`src/rtl/i2c_pkg.sv`:
```
// rtl/i2c_pkg.sv - command encodings, FSM states and bus constants for the I2C byte engine
package i2c_pkg;

  localparam logic [2:0] CMD_START  = 3'd0;
  localparam logic [2:0] CMD_WRITE  = 3'd1;
  localparam logic [2:0] CMD_READ   = 3'd2;
  localparam logic [2:0] CMD_STOP   = 3'd3;
  localparam logic [2:0] CMD_RSTART = 3'd4;

  // Open-drain: driving 1 means letting the pull-up win.
  localparam logic RELEASE = 1'b1;

  typedef enum logic [3:0] {
    ST_IDLE,
    ST_START,
    ST_WR_BITS,
    ST_RD_BITS,
    ST_WR_ACKSLOT,
    ST_RD_ACKSLOT,
    ST_STOP_A,
    ST_STOP_B,
    ST_RS_A,
    ST_RS_B
  } state_t;

  function automatic logic cmd_is_legal(input logic [2:0] cmd);
    return cmd <= CMD_RSTART;
  endfunction

endpackage

```
`src/rtl/i2c_tick_gen.sv`:
```
// rtl/i2c_tick_gen.sv - drive/sample strobes decoded from the shared SCL phase counter
module i2c_tick_gen #(
  parameter int PRESC_W = 8
) (
  input  logic [PRESC_W-1:0] counter,
  input  logic [PRESC_W-1:0] prescaler,
  output logic               low_tick,
  output logic               high_tick
);

  localparam logic [PRESC_W:0] ONE = (PRESC_W+1)'(1);

  // One extra bit so 2P-1 never wraps; a zero prescaler behaves as one.
  logic [PRESC_W:0] p_eff;
  logic [PRESC_W:0] cnt_ext;

  assign p_eff   = (prescaler == '0) ? ONE : {1'b0, prescaler};
  assign cnt_ext = {1'b0, counter};

  assign low_tick  = (cnt_ext == (p_eff - ONE));
  assign high_tick = (cnt_ext == ((p_eff << 1) - ONE));

endmodule

```
`src/rtl/i2c_byte_engine.sv`:
```
// rtl/i2c_byte_engine.sv - one-command-at-a-time I2C data path: START/WRITE/READ/STOP/RSTART
module i2c_byte_engine
  import i2c_pkg::*;
#(
  parameter int DATA_W  = 8,
  parameter int PRESC_W = 8
) (
  input  logic               i2c_core_clock_i,
  input  logic               reset_bit_i,
  input  logic [PRESC_W-1:0] counter_detect_edge_i,
  input  logic [PRESC_W-1:0] prescaler_i,
  input  logic               cmd_valid_i,
  input  logic [2:0]         cmd_i,
  input  logic [DATA_W-1:0]  tx_data_i,
  input  logic               ack_bit_i,
  input  logic               sda_i,
  output logic               cmd_ready_o,
  output logic               sda_o,
  output logic [DATA_W-1:0]  rx_data_o,
  output logic               rx_valid_o,
  output logic               ack_received_o,
  output logic               done_o,
  output logic               cmd_err_o,
  output logic               busy_o
);

  localparam int               CNT_W    = $clog2(DATA_W + 1);
  localparam logic [CNT_W-1:0] CNT_FULL = CNT_W'(DATA_W);
  localparam logic [CNT_W-1:0] CNT_ONE  = CNT_W'(1);

  state_t             state, state_n;
  logic [CNT_W-1:0]   bit_cnt, bit_cnt_n;
  logic [DATA_W-1:0]  tx_shift, tx_shift_n;
  logic [DATA_W-1:0]  rx_shift, rx_shift_n;
  logic [DATA_W-1:0]  rx_next;
  logic [DATA_W-1:0]  rx_data_n;
  logic               ack_bit_q, ack_bit_n;
  logic               ack_rcv_n;
  logic               sda_n;
  logic               done_n, rx_valid_n, cmd_err_n;
  logic               low_tick, high_tick;

  i2c_tick_gen #(
    .PRESC_W (PRESC_W)
  ) u_tick_gen (
    .counter   (counter_detect_edge_i),
    .prescaler (prescaler_i),
    .low_tick  (low_tick),
    .high_tick (high_tick)
  );

  assign cmd_ready_o = (state == ST_IDLE);
  assign busy_o      = (state != ST_IDLE);
  assign rx_next     = (rx_shift << 1) | DATA_W'(sda_i);

  always_ff @(posedge i2c_core_clock_i or negedge reset_bit_i) begin
    if (!reset_bit_i) begin
      state          <= ST_IDLE;
      bit_cnt        <= CNT_FULL;
      tx_shift       <= '0;
      rx_shift       <= '0;
      ack_bit_q      <= 1'b0;
      sda_o          <= RELEASE;
      rx_data_o      <= '0;
      ack_received_o <= 1'b1;
      done_o         <= 1'b0;
      rx_valid_o     <= 1'b0;
      cmd_err_o      <= 1'b0;
    end else begin
      state          <= state_n;
      bit_cnt        <= bit_cnt_n;
      tx_shift       <= tx_shift_n;
      rx_shift       <= rx_shift_n;
      ack_bit_q      <= ack_bit_n;
      sda_o          <= sda_n;
      rx_data_o      <= rx_data_n;
      ack_received_o <= ack_rcv_n;
      done_o         <= done_n;
      rx_valid_o     <= rx_valid_n;
      cmd_err_o      <= cmd_err_n;
    end
  end

  always_comb begin
    state_n    = state;
    bit_cnt_n  = bit_cnt;
    tx_shift_n = tx_shift;
    rx_shift_n = rx_shift;
    ack_bit_n  = ack_bit_q;
    sda_n      = sda_o;
    rx_data_n  = rx_data_o;
    ack_rcv_n  = ack_received_o;
    done_n     = 1'b0;
    rx_valid_n = 1'b0;
    cmd_err_n  = 1'b0;

    case (state)
      ST_IDLE: begin
        if (cmd_valid_i) begin
          if (!cmd_is_legal(cmd_i)) begin
            cmd_err_n = 1'b1;
          end else begin
            tx_shift_n = tx_data_i;
            ack_bit_n  = ack_bit_i;
            bit_cnt_n  = CNT_FULL;
            case (cmd_i)
              CMD_START: state_n = ST_START;
              CMD_WRITE: state_n = ST_WR_BITS;
              CMD_READ:  state_n = ST_RD_BITS;
              CMD_STOP:  state_n = ST_STOP_A;
              default:   state_n = ST_RS_A;
            endcase
          end
        end
      end

      ST_START: begin
        if (high_tick) begin
          sda_n   = 1'b0;
          done_n  = 1'b1;
          state_n = ST_IDLE;
        end
      end

      // MSB always sits at the top of tx_shift; shifting after each sample walks the word.
      ST_WR_BITS: begin
        if (low_tick) begin
          sda_n = tx_shift[DATA_W-1];
        end else if (high_tick) begin
          tx_shift_n = tx_shift << 1;
          bit_cnt_n  = bit_cnt - CNT_ONE;
          if (bit_cnt == CNT_ONE) begin
            bit_cnt_n = CNT_FULL;
            state_n   = ST_RD_ACKSLOT;
          end
        end
      end

      ST_RD_ACKSLOT: begin
        if (low_tick) begin
          sda_n = RELEASE;
        end else if (high_tick) begin
          ack_rcv_n = sda_i;
          done_n    = 1'b1;
          state_n   = ST_IDLE;
        end
      end

      ST_RD_BITS: begin
        if (low_tick) begin
          sda_n = RELEASE;
        end else if (high_tick) begin
          rx_shift_n = rx_next;
          bit_cnt_n  = bit_cnt - CNT_ONE;
          if (bit_cnt == CNT_ONE) begin
            rx_data_n  = rx_next;
            rx_valid_n = 1'b1;
            bit_cnt_n  = CNT_FULL;
            state_n    = ST_WR_ACKSLOT;
          end
        end
      end

      // The ACK/NACK level is left on the line after done.
      ST_WR_ACKSLOT: begin
        if (low_tick) begin
          sda_n = ack_bit_q;
        end else if (high_tick) begin
          done_n  = 1'b1;
          state_n = ST_IDLE;
        end
      end

      ST_STOP_A: begin
        if (low_tick) begin
          sda_n   = 1'b0;
          state_n = ST_STOP_B;
        end
      end

      ST_STOP_B: begin
        if (high_tick) begin
          sda_n   = RELEASE;
          done_n  = 1'b1;
          state_n = ST_IDLE;
        end
      end

      ST_RS_A: begin
        if (low_tick) begin
          sda_n   = RELEASE;
          state_n = ST_RS_B;
        end
      end

      ST_RS_B: begin
        if (high_tick) begin
          sda_n   = 1'b0;
          done_n  = 1'b1;
          state_n = ST_IDLE;
        end
      end

      default: state_n = ST_IDLE;
    endcase
  end

endmodule

```
`config.mk`:
```
export PLATFORM = sky130hd
export DESIGN_NAME = i2c_byte_engine
export DESIGN_NICKNAME = d
export VERILOG_FILES = /design/src/rtl/i2c_pkg.sv /design/src/rtl/i2c_tick_gen.sv /design/src/rtl/i2c_byte_engine.sv
export SDC_FILE = /design/constraint.sdc
export NUM_CORES = 1
export LEC_CHECK = 0
export CORE_UTILIZATION = 30
export DETAILED_ROUTE_END_ITERATION = 10
export GPL_ROUTABILITY_DRIVEN = 1
export GPL_TIMING_DRIVEN = 0
export PLACE_DENSITY = 0.47
export RECOVER_POWER = 50
export SETUP_SLACK_MARGIN = 0.02
export SYNTH_ARGS = -nofsm -noshare
export SYNTH_HDL_FRONTEND = slang
export SYNTH_SLANG_ARGS = --single-unit
```
`constraint.sdc`:
```
create_clock -name i2c_core_clock_i -period 3.9 [get_ports i2c_core_clock_i]
set_clock_uncertainty 0.1 [all_clocks]
set_input_delay 0.78 -clock i2c_core_clock_i [delete_from_list [all_inputs] [get_ports i2c_core_clock_i]]
set_output_delay 0.78 -clock i2c_core_clock_i [all_outputs]
set_load 0.02 [all_outputs]
```
==> results.sh, run 1 <==
export IMPL_status="complete, but fails checks"
export IMPL_violations="max-capacitance violations, max-slew violations"
export IMPL_holdBufCountCts=0
export IMPL_antenna_cells=0
export IMPL_place_congestion=0.853
export IMPL_setup_viol=0
export IMPL_hold_slack_ns=0.382
export IMPL_switching_power_mw=0.550
export IMPL_switching_share_pct=37.0
export IMPL_drtPass1Iterations=4
export IMPL_route_detailed_wl_per_inst_um=13.5
export IMPL_fin_crit_sh_pct=95.7
export IMPL_port_buffers=44
export IMPL_die_w_um=89.9
export IMPL_nets=336
export IMPL_syn_area_mm2=0.00232
export IMPL_fin_tns_setup_ns=0
export IMPL_p_seq_share_pct=35.7
export IMPL_critPathCaptureType="flip-flop"
export IMPL_ant_nets=0
export IMPL_grt_max_degree=38
export IMPL_comb_power_share_pct=41.1
export IMPL_vias=1997
export IMPL_ys_flop_type="dfrtp_1"
export IMPL_synth_edf_count=0
export IMPL_syn_area_per_cell_um2=9.59
export IMPL_clkTransAtPathRegs_ns=0.07
export IMPL_ys_seq_area_share_pct=40.1
export IMPL_grt_use_total_pct=14.2
export IMPL_grt_overflow_total=0
export IMPL_cts_made_buffers=5
export IMPL_final_layout_size_suffix_gt1_share_pct=16.6
export IMPL_rsz0062_at_grt="false"
export IMPL_power_density_mw_per_mm2=481
export IMPL_grt_pass1_wl_mm=9.26
export IMPL_initial_core_util_pct=31.5
export IMPL_slew_violations=38
export IMPL_chipHeight_um=89.9
export IMPL_p_leak_nw=1.27
export IMPL_design_core_area_mm2=0.00737
export IMPL_synthCells=242
export IMPL_antenna_found_initial=0
export IMPL_htree_levels=2
export IMPL_clockBufferDepth=2
export IMPL_vias_per_cell=4.98
export IMPL_max_freq_ghz=0.268
export IMPL_synth_area_leaders="dfrtp_1 (37%), mux2_1 (5.8%), o21ai_0 (4.3%)"
export IMPL_routed_wl_mm=5.43
export IMPL_hold_viol=0
export IMPL_path_class="input port to flip-flop"
export IMPL_hpwl_mm=4.10
export IMPL_final_cell_mix="dfrtp_1 (34), clkdlybuf4s50_1 (31), nand2_1 (24)"
export IMPL_cts_root_buffer="clkbuf_8"
export IMPL_worstMarginPinSlew_ns=1.99
export IMPL_io_pins=47
export IMPL_clock_latency_ns=0.29
export IMPL_ys_async_sr_fraction_pct=100
export IMPL_critPathArrivalTime_ns=3.79
export IMPL_synth_cell_types=52
export IMPL_grt_pass1_vias=1875
export IMPL_synth_warnings=0
export IMPL_fin_crit_ns=3.73
export IMPL_syn_num_nets=277
export IMPL_remaining_drc_errors=0
export IMPL_die_area_mm2=0.00809
export IMPL_ys_ff_latch=37
export IMPL_yosysTopAreaCell="dfrtp_1"
export IMPL_syn2layout_area_growth_pct=33.0
export IMPL_startpoint_type="input port"
export IMPL_yosysTopAreaCellShare_pct=36.7
export IMPL_internal_power_mw=0.936
export IMPL_layout_commonest_cell="dfrtp_1"
export IMPL_drv_cap=1
export IMPL_hold_path_class="flip-flop to flip-flop"
export IMPL_cp_required_ns=3.96
export IMPL_tritoncts="done"
export IMPL_p_clk_share_pct=23.2
export IMPL_drt_iter0_markers=65
export IMPL_max_slew_margin_pct=-32.6
export IMPL_rows=31
export IMPL_cts_sinks=37
export IMPL_ir_worst_vdd_mv=0.169
export IMPL_total_power_mw=1.49
export IMPL_crit_path_max_fanout=8
-- cells by family after synthesis --
family	Yosys count	synth area share, %
xor gates and xnor gates	13	4.91
adders and majority gates	3	1.62
DFF	37	40.1
AOI/OAI and AO/OA	65	18.1
and+or+nand+nor	79	19.0
buffers and inverters	18	3.61
muxes	27	12.7
-- registers in the layout, indices dropped and copies added (netlist names), 4 cells and up --
name       flops
state          4
tx_shift       8
rx_shift       7
rx_data_o      8
bit_cnt        4
-- final cells by class --
class | instances | area, µm²
repair buffers | 52 | 480
plain buffers | 11 | 60.1
well taps | 99 | 124
clock inverters | 1 | 30.0
fillers | 753 | 4280
clock buffers | 7 | 86.3
multi-input cells | 187 | 1350
inverters | 7 | 26.3
flip-flops and latches | 37 | 930
-- final timing paths --
| kind | to | start | slack (ns) | depth (start not counted) |
|---|---|---|---|---|
| max | state[1] | prescaler_i[0] | 0.17 | 12 |
| min | rx_data_o[6] | rx_data_o[6] | 0.38 | 1 |
| max reg2reg | tx_shift[1] | state[3] | 1.07 | 8 |
| min reg2reg | rx_data_o[6] | rx_data_o[6] | 0.38 | 1 |
| max in group asynchronous | tx_shift[4] | reset_bit_i | 1.61 | 1 |
| min in group asynchronous | rx_data_o[3] | reset_bit_i | 0.95 | 1 |
-- critical path, stage by stage --
cell and delay (ns):
dlygate4sd2_1 0.28, a21oi_2 0.15, ha_2 0.21, or3b_1 0.36, buf_6 0.15, or4_4 0.49
a2111oi_4 0.29, nor4b_4 0.35, a21oi_1 0.08, a311o_1 0.37, o31ai_2 0.19, o31ai_1 0.10
-- stage by stage --
step	util, %	area, µm²	setup WS, ns	instances
floorplan	-	2330	0.0111	242
global placement	39.2	2890	-0.916	385
detailed placement	39.2	2890	-0.896	385
CTS	41.8	3080	0.0476	399
global route	41.9	3090	0.00571	401
finish	41.9	3090	0.170	401
-- cell usage after synthesis, types with 3 or more instances --
cell / instances
a21oi_1: 14
clkbuf_1: 7
dfrtp_1: 34
dfstp_2: 3
ha_1: 3
inv_1: 7
mux2_1: 12
mux2_2: 7
mux2i_1: 8
nand2_1: 25
nand2b_1: 8
nor2_1: 13
nor2b_1: 3
nor3_1: 8
nor4_1: 4
o21ai_0: 20
o21ai_1: 6
o31ai_1: 5
or3_1: 3
xnor2_1: 7
xor2_1: 6
-- power by group through the flow --
stage	Combinational [mW]	Sequential, mW	Clock (mW)
5_1_grt	0.687	0.542	0.371
3_5_place_dp	0.600	0.537	0
6_report	0.611	0.530	0.345
3_3_place_gp	0.601	0.537	0
2_1_floorplan	0.424	0.526	0
4_1_cts	0.608	0.531	0.358
-- per-layer routing --
layer	track usage, %	share of wire, %
met3	2.54	4.0
met4	4.44	1.4
met2	22.1	45
met1	19.9	49
met5	0	0
-- repair_timing --
| action | 4_1_cts | 5_1_grt |
|---|---|---|
| setup endpoints to repair | 34 | 31 |
| resized for setup | 13 | 14 |
| buffers inserted | 6 | 2 |
| pin swaps | 7 | 4 |
Note: power is estimated with default switching activity, not from simulation.
==> run 2, diff against run 1 <==
--- a/config.mk
+++ b/config.mk
@@ -12,6 +12,7 @@
 export PLACE_DENSITY = 0.47
 export RECOVER_POWER = 50
 export SETUP_SLACK_MARGIN = 0.02
+export SLEW_MARGIN = 0
 export SYNTH_ARGS = -nofsm -noshare
 export SYNTH_HDL_FRONTEND = slang
 export SYNTH_SLANG_ARGS = --single-unit
==> results of run 2 <==
No change in the layout: final DEF, timing and power equal those of run 1.
==> run 3, diff against run 2 <==
--- a/config.mk
+++ b/config.mk
@@ -7,7 +7,7 @@
 export LEC_CHECK = 0
 export CORE_UTILIZATION = 30
 export DETAILED_ROUTE_END_ITERATION = 10
-export GPL_ROUTABILITY_DRIVEN = 1
+export GPL_ROUTABILITY_DRIVEN = 0
 export GPL_TIMING_DRIVEN = 0
 export PLACE_DENSITY = 0.47
 export RECOVER_POWER = 50
==> results of run 3 <==
No change in the layout: final DEF, timing and power equal those of run 1.
